$ cat config.mk
export PLATFORM = sky130hd
export DESIGN_NAME = cop0_exception_recorder
export DESIGN_NICKNAME = d
export VERILOG_FILES = /design/src/rtl/cop0_exception_recorder.sv
export SDC_FILE = /design/constraint.sdc
export NUM_CORES = 1
export LEC_CHECK = 0
export CAP_MARGIN = 10
export CORE_ASPECT_RATIO = 0.6
export CORE_MARGIN = 4
export CORE_UTILIZATION = 34
export CTS_CLUSTER_SIZE = 12
export DETAILED_ROUTE_END_ITERATION = 6
export HOLD_SLACK_MARGIN = 0.08
export PLACE_DENSITY_LB_ADDON = 0.15
export SYNTH_ARGS = -nofsm -noshare
export SYNTH_HDL_FRONTEND = slang
export SYNTH_SLANG_ARGS = --single-unit
$ cat constraint.sdc
create_clock -name clk -period 1.8 [get_ports clk]
set_clock_uncertainty 0.05 [all_clocks]
set_input_delay 0.18 -clock clk [delete_from_list [all_inputs] [get_ports clk]]
set_output_delay 0.18 -clock clk [all_outputs]
set_load 0.02 [all_outputs]
$ cat src/rtl/cop0_exception_recorder.sv
// COP0 architectural state for the memory stage: Status, Cause, EPC,
// BadVAddr, EBase and (optionally) Count/Compare with the timer interrupt.
// Optional feature macro: COP0_TIMER_INT_EN enables Count/Compare and TI.
// Same-cycle priority: exception > ERET > MTC0; a dropped event has no effect.

package cop0_info;
  typedef struct packed {
    logic        exception_happen;
    logic [4:0]  exc_code;
    logic [31:0] epc;
    logic        in_bd;
    logic        load_addr;
    logic [31:0] badvaddr;
  } cop0_exc_data_t;
endpackage

module cop0_exception_recorder #(
  parameter logic [31:0] EBASE_RESET = 32'h8000_0000
) (
  input  logic                       clk,
  input  logic                       reset,
  input  cop0_info::cop0_exc_data_t  exc_data,
  input  logic                       eret,
  input  logic                       we,
  input  logic [4:0]                 waddr,
  input  logic [2:0]                 wsel,
  input  logic [31:0]                wdata,
  input  logic [4:0]                 raddr,
  input  logic [2:0]                 rsel,
  output logic [31:0]                rdata,
  input  logic [5:0]                 hw_int,
  output logic [31:0]                status_o,
  output logic [31:0]                cause_o,
  output logic [31:0]                epc_o,
  output logic [31:0]                badvaddr_o,
  output logic [31:0]                ebase_o,
  output logic [31:0]                eret_target,
  output logic                       int_req
);

  localparam logic [7:0] A_BADVADDR = {5'd8,  3'd0};
  localparam logic [7:0] A_COUNT    = {5'd9,  3'd0};
  localparam logic [7:0] A_COMPARE  = {5'd11, 3'd0};
  localparam logic [7:0] A_STATUS   = {5'd12, 3'd0};
  localparam logic [7:0] A_CAUSE    = {5'd13, 3'd0};
  localparam logic [7:0] A_EPC      = {5'd14, 3'd0};
  localparam logic [7:0] A_EBASE    = {5'd15, 3'd1};

  localparam logic [31:0] STATUS_RESET = 32'h0040_0004;
  localparam logic [31:0] STATUS_WMASK = 32'h0040_FF17;
  localparam logic [31:0] EBASE_WMASK  = 32'h3FFF_F000;

  localparam int unsigned ERL = 2;
  localparam int unsigned EXL = 1;
  localparam int unsigned IE  = 0;

  logic [31:0] status, status_next;
  logic [31:0] cause, cause_next;
  logic [31:0] epc, epc_next;
  logic [31:0] badvaddr, badvaddr_next;
  logic [31:0] ebase, ebase_next;
  logic        ti_next;

  logic       exc;
  logic       eret_ok;
  logic       mtc0_ok;
  logic [7:0] wa;
  logic       wr_status, wr_cause, wr_epc, wr_ebase;

  assign exc     = exc_data.exception_happen;
  assign eret_ok = eret & ~exc;
  assign mtc0_ok = we & ~exc & ~eret;
  assign wa      = {waddr, wsel};

  assign wr_status = mtc0_ok && (wa == A_STATUS);
  assign wr_cause  = mtc0_ok && (wa == A_CAUSE);
  assign wr_epc    = mtc0_ok && (wa == A_EPC);
  assign wr_ebase  = mtc0_ok && (wa == A_EBASE);

`ifdef COP0_TIMER_INT_EN
  logic [31:0] count, count_next;
  logic [31:0] compare, compare_next;
  logic [31:0] count_inc;
  logic        tick;
  logic        wr_count, wr_compare;

  assign wr_count   = mtc0_ok && (wa == A_COUNT);
  assign wr_compare = mtc0_ok && (wa == A_COMPARE);
  assign count_inc  = count + 32'd1;

  // Count/Compare next state and timer interrupt flag; the match is only
  // evaluated on increment edges that are not overridden by a Count write,
  // and a Compare write always leaves TI clear.
  always_comb begin
    count_next   = count;
    compare_next = compare;
    ti_next      = cause[30];
    if (wr_count) begin
      count_next = wdata;
    end else if (tick) begin
      count_next = count_inc;
      if (count_inc == compare) ti_next = 1'b1;
    end
    if (wr_compare) begin
      compare_next = wdata;
      ti_next      = 1'b0;
    end
  end

  // Timer state registers; tick halves the clock for Count.
  always_ff @(posedge clk) begin
    if (reset) begin
      count   <= '0;
      compare <= '0;
      tick    <= 1'b0;
    end else begin
      count   <= count_next;
      compare <= compare_next;
      tick    <= ~tick;
    end
  end
`else
  assign ti_next = 1'b0;
`endif

  // Status: exception sets EXL, ERET clears ERL first then EXL, MTC0 masked.
  always_comb begin
    status_next = status;
    if (exc) begin
      status_next[EXL] = 1'b1;
    end else if (eret_ok) begin
      if (status[ERL]) status_next[ERL] = 1'b0;
      else             status_next[EXL] = 1'b0;
    end else if (wr_status) begin
      status_next = (status & ~STATUS_WMASK) | (wdata & STATUS_WMASK);
    end
  end

  // Cause: exception record, software IP writes, and per-cycle IP sampling.
  always_comb begin
    cause_next = cause;
    if (exc) begin
      if (!status[EXL]) cause_next[31] = exc_data.in_bd;
      cause_next[6:2] = exc_data.exc_code;
    end else if (wr_cause) begin
      cause_next[9:8] = wdata[9:8];
    end
    cause_next[30]    = ti_next;
    cause_next[15:10] = {hw_int[5] | ti_next, hw_int[4:0]};
  end

  // EPC, BadVAddr and EBase next values.
  always_comb begin
    epc_next      = epc;
    badvaddr_next = badvaddr;
    ebase_next    = ebase;
    if (exc) begin
      if (!status[EXL])       epc_next      = exc_data.epc;
      if (exc_data.load_addr) badvaddr_next = exc_data.badvaddr;
    end else begin
      if (wr_epc)   epc_next   = wdata;
      if (wr_ebase) ebase_next = (ebase & ~EBASE_WMASK) | (wdata & EBASE_WMASK);
    end
  end

  // Architectural register file.
  always_ff @(posedge clk) begin
    if (reset) begin
      status   <= STATUS_RESET;
      cause    <= '0;
      epc      <= '0;
      badvaddr <= '0;
      ebase    <= EBASE_RESET;
    end else begin
      status   <= status_next;
      cause    <= cause_next;
      epc      <= epc_next;
      badvaddr <= badvaddr_next;
      ebase    <= ebase_next;
    end
  end

  // MFC0 read mux from current (pre-edge) register values.
  always_comb begin
    rdata = '0;
    case ({raddr, rsel})
      A_BADVADDR: rdata = badvaddr;
`ifdef COP0_TIMER_INT_EN
      A_COUNT:    rdata = count;
      A_COMPARE:  rdata = compare;
`endif
      A_STATUS:   rdata = status;
      A_CAUSE:    rdata = cause;
      A_EPC:      rdata = epc;
      A_EBASE:    rdata = ebase;
      default:    rdata = '0;
    endcase
  end

  assign status_o    = status;
  assign cause_o     = cause;
  assign epc_o       = epc;
  assign badvaddr_o  = badvaddr;
  assign ebase_o     = ebase;
  assign eret_target = epc;
  assign int_req     = status[IE] & ~status[EXL] & ~status[ERL] &
                       (|(status[15:8] & cause[15:8]));

endmodule

Yosys cells after proc, flatten, opt, wreduce, memory -nomap -nowiden
Index checks and enable logic that the tools add are counted.

word-level totals
  output and inout port bits = 225
  input port bits = 130
  logic and storage cells = 60
  register bits = 143

operators by class
  equal/unequal tests = 11
  bitwise gates (word level) = 14
  reductions and logical operators = 16
  multiplexer cells = 8

operators by type and width
  kind                  count
  $pmux W32 S5          1
  $mux W32              3
  $eq A8 B7 Y1 const B  9
  $or A32 B23 Y32       1
  $or A32 B30 Y32       1
  $reduce_and A2 Y1     7
  $and A8 B8 Y8         1
  $reduce_or A8 Y1      1
  $and A1 B1 Y1         6
  $not A1 Y1            5
  $logic_and A1 B1 Y1   4
  $reduce_bool A2 Y1    2
  $mux W3               1
  $ne A3 B3 Y1 const B  1
  $reduce_and A3 Y1     1
  $reduce_bool A3 Y1    1
  $mux W1               2
  $mux W2               1
  $ne A2 B2 Y1 const B  1

Logic depth before layout (Yosys ltp)
  depth after elaboration = 7
  depth in mapped cells = 7

Least setup slack after synthesis
OpenSTA, ideal clock, no wires.

  path type = input port to output port
  start point = input raddr[1]
  end point = output rdata[10]
  data required time = 1.570 ns
  data arrival time = 1.979 ns
  stages on the path = 5
  slack = -0.409 ns
  cells stage by stage = clkbuf_1 or3_1 nor3_1 a22oi_1 o21ai_0

on the way
  word-level cells in the longest chain between the ends = 2
  elaborated cells on any way between the ends = 6

RTL lines
  what              RTL line  RTL
  from (decl)       28        input logic [4:0] raddr,
  $eq A8 B7 Y1      186       case ({raddr, rsel})
  $pmux W32 S5 (*)  186
  to (decl)         30        output logic [31:0] rdata,

Every way passes the cells marked *; elsewhere a longest branch is shown, timed or not.

Worst setup path after layout
  start point = input raddr[4]
  end point = output rdata[9]

Same word-level chain as after synthesis.

==> flow_metrics.tcl <==
set metrics [dict create \
    worst_setup_path_end_kind "primary output" \
    place_area_um2 9020 \
    n_fill_cell 1418 \
    clkSinkCount 109 \
    setup_viol 32 \
    area_growth_syn_to_layout_pct 75.8 \
    gp_congestion 0.922 \
    wirelength_um 24200 \
    routed-wl-met3_um 1870 \
    portBuffers 303 \
    core_area_um2 16400 \
    final_hold_viol_count 0 \
    wl_per_cell_um 19.9 \
    startpoint_type "primary input" \
    first_pass_iters 5 \
    max_freq_mhz 496 \
    synthMuxAreaShare_pct 12.4 \
    fin_crit_sh_pct 112 \
    htreeDepth 3 \
    multi_input_area_um2 3060 \
    worst_pin_slew_ns 0.527 \
    setup_ws_ns -0.218 \
    yosysSeqAreaShare_pct 38.2 \
    yosysWarnings 0 \
    fp.dieH_um 108 \
    numCtsBuffers 9 \
    grt_usage_pct 24.3 \
    worstPathRequired_ns 1.57 \
    yosys.area_share.xor_xnor_pct 0 \
    diodes 0 \
    async_flop_share_pct 0 \
    drt-met1-wl_um 10700 \
    rsz0062_at_grt "yes" \
    die_area_um2 19000 \
    path_max_fanout 7 \
    viasPerCell 4.93 \
    cts_tree "built" \
    dp_hpwl_um 17800 \
    dr.first_iter.drc_count 353 \
    drv_slew 0 \
    clock_latency_ns 0.35 \
    layout-drive-gt1-share_pct 23.5 \
    crit_type "primary input to primary output" \
    yosys.area_share.simple_pct 15.6 \
    reg2reg_slack_ns 0.21 \
    nets 1117 \
    ys_ff_latch 109 \
    syn_avg_cell_area_um2 8.78 \
    p_leak_nw 4.33 \
    synthesis.area_um2 5720 \
    syn_inst 651 \
    synth_flop_cell "dfxtp_1" \
    max-vdd-ir-drop_mv 0.468 \
    fp.dieW_um 175 \
    final_cell_mix "clkdlybuf4s50_1 (251), dfxtp_1 (109), nand2_1 (74), mux2i_1 (71), nor2_1 (71)" \
    slew_headroom_pct 64.4 \
    cts_buffer_depth 2 \
    final_cell_area_um2 10100 \
    drcViolationCount 0 \
    met2_length_um 11400 \
    clk_pin_slew_ns 0.07 \
    synth_cell_types 42 \
    violations "negative setup slack" \
    io_pins 355 \
    vias 6019 \
    cp.arrival_ns 1.79 \
    synth_top_family_by_area "compound AO/OA/AOI/OAI gates" \
    fp-row-count 36 \
    synth-compound-area-share_pct 18.0 \
    synth_fa_ha_area_share_pct 0 \
    top_layer "met5" \
    cap_violations 0 \
    grt_pass1_vias 6084 \
    powerDensity_nw_per_um2 610 \
    start_util_pct 35.0 \
    period_needed_ns 2.02 \
    hold_path.class "primary input to register" \
    clk_root_buffer_cell "clkbuf_16" \
    grt_overflow 0 \
    status "complete, but fails checks" \
    ant_nets 0 \
    total_power_mw 6.13 \
    grt_max_degree 47 \
    antenna_found_initial 2 \
    synth_edf_count 0 \
    final_common_cell "clkdlybuf4s50_1" \
    grt_pass1_wl_um 35900 \
    seq_area_um2 2180 \
]
sequential cells by signal (all words and copies together) (netlist names):
signal and count:
badvaddr_o 32, status_o 13, cause_o 14, ebase_o 18, epc_o 32
stage by stage:
stage | setup WS [ns] | TNS (ns) | std cells | util, % | hold WS, ns
after CTS | -0.295 | -5.73 | 1217 | 60.6 | 0.183
after detailed placement | -1.09 | -61.14 | 1164 | 55.2 | 0.420
after floorplan | 0.00458 | 0 | 700 | - | 0.258
after global placement | -1.03 | -56.84 | 1164 | 55.2 | 0.409
after global routing | -0.274 | -6.96 | 1220 | 61.5 | 0.201
final | -0.218 | -5.39 | 1220 | 61.5 | 0.192
synth_stat cells, types with 4 or more instances:
cell	instances	area, um^2
o21ai_0	8	40.0
dfxtp_1	109	2180
nor2_1	71	267
buf_2	8	40.0
a211oi_1	6	45.0
a22oi_1	21	158
clkbuf_1	28	105
mux2i_1	71	711
inv_1	15	56.3
nand2_1	84	315
a21oi_1	39	195
nand3_1	6	30.0
a211oi_2	28	350
buf_4	86	646
or3b_2	4	35.0
a222oi_1	13	130
nor2b_1	7	43.8
nor3_1	6	30.0
a32oi_1	4	35.0
worst paths after layout:
| kind | start | depth (start not counted) | to |
|---|---|---|---|
| setup reg to reg | status_o[1] | 7 | epc_o[6] |
| hold / removal | reset | 2 | ebase_o[14] |
| hold reg to reg | badvaddr_o[27] | 2 | badvaddr_o[27] |
| setup / recovery | raddr[4] | 10 | rdata[9] |
logic make-up (layout without fill, tap and decap cells):
kind of cell           Yosys count  in the layout
AOI/OAI and AO/OA              126            126
buffers and inverters          143            435
DFF                            109            109
muxes                           71             71
other                            2             51
and+or+nand+nor                200            200
report_power, final:
group	internal [mW]	switching [mW]
Sequential	2.52	0.128
Combinational	0.802	0.788
Clock	0.951	0.940
Total	4.27	1.86
critical path, cell delays in order:
cell and delay [ns]:
buf_6 0.09, buf_6 0.10, or3b_4 0.40, nor4_4 0.32, buf_4 0.18, buf_8 0.14, buf_6 0.11, a22oi_2 0.05
o21ai_2 0.07, buf_6 0.14
final cells by class:
class | instances | area share [%]
repair buffers | 404 | 41.7
multi-input cells | 448 | 30.4
flip-flops and latches | 109 | 21.7
well taps | 228 | 2.84
clock buffers | 10 | 2.28
inverters | 15 | 0.560
clock inverters | 6 | 0.461
metal layers:
layer,vias up,GRT usage [%]
met5,-,0
met4,4,5.10
met3,28,7.06
met2,235,39.4
met1,2925,32.4
li1,2827,-
what timing repair did:
item / CTS / global route
setup buffers: 31 / 5
gates resized for setup: 268 / 35
pin swaps: 14 / 16
endpoints found under the setup margin: 66 / 49
hold buffers: 0 / 0
gates cloned: 7 / 0
No activity file was read; power rests on OpenSTA's default activity.
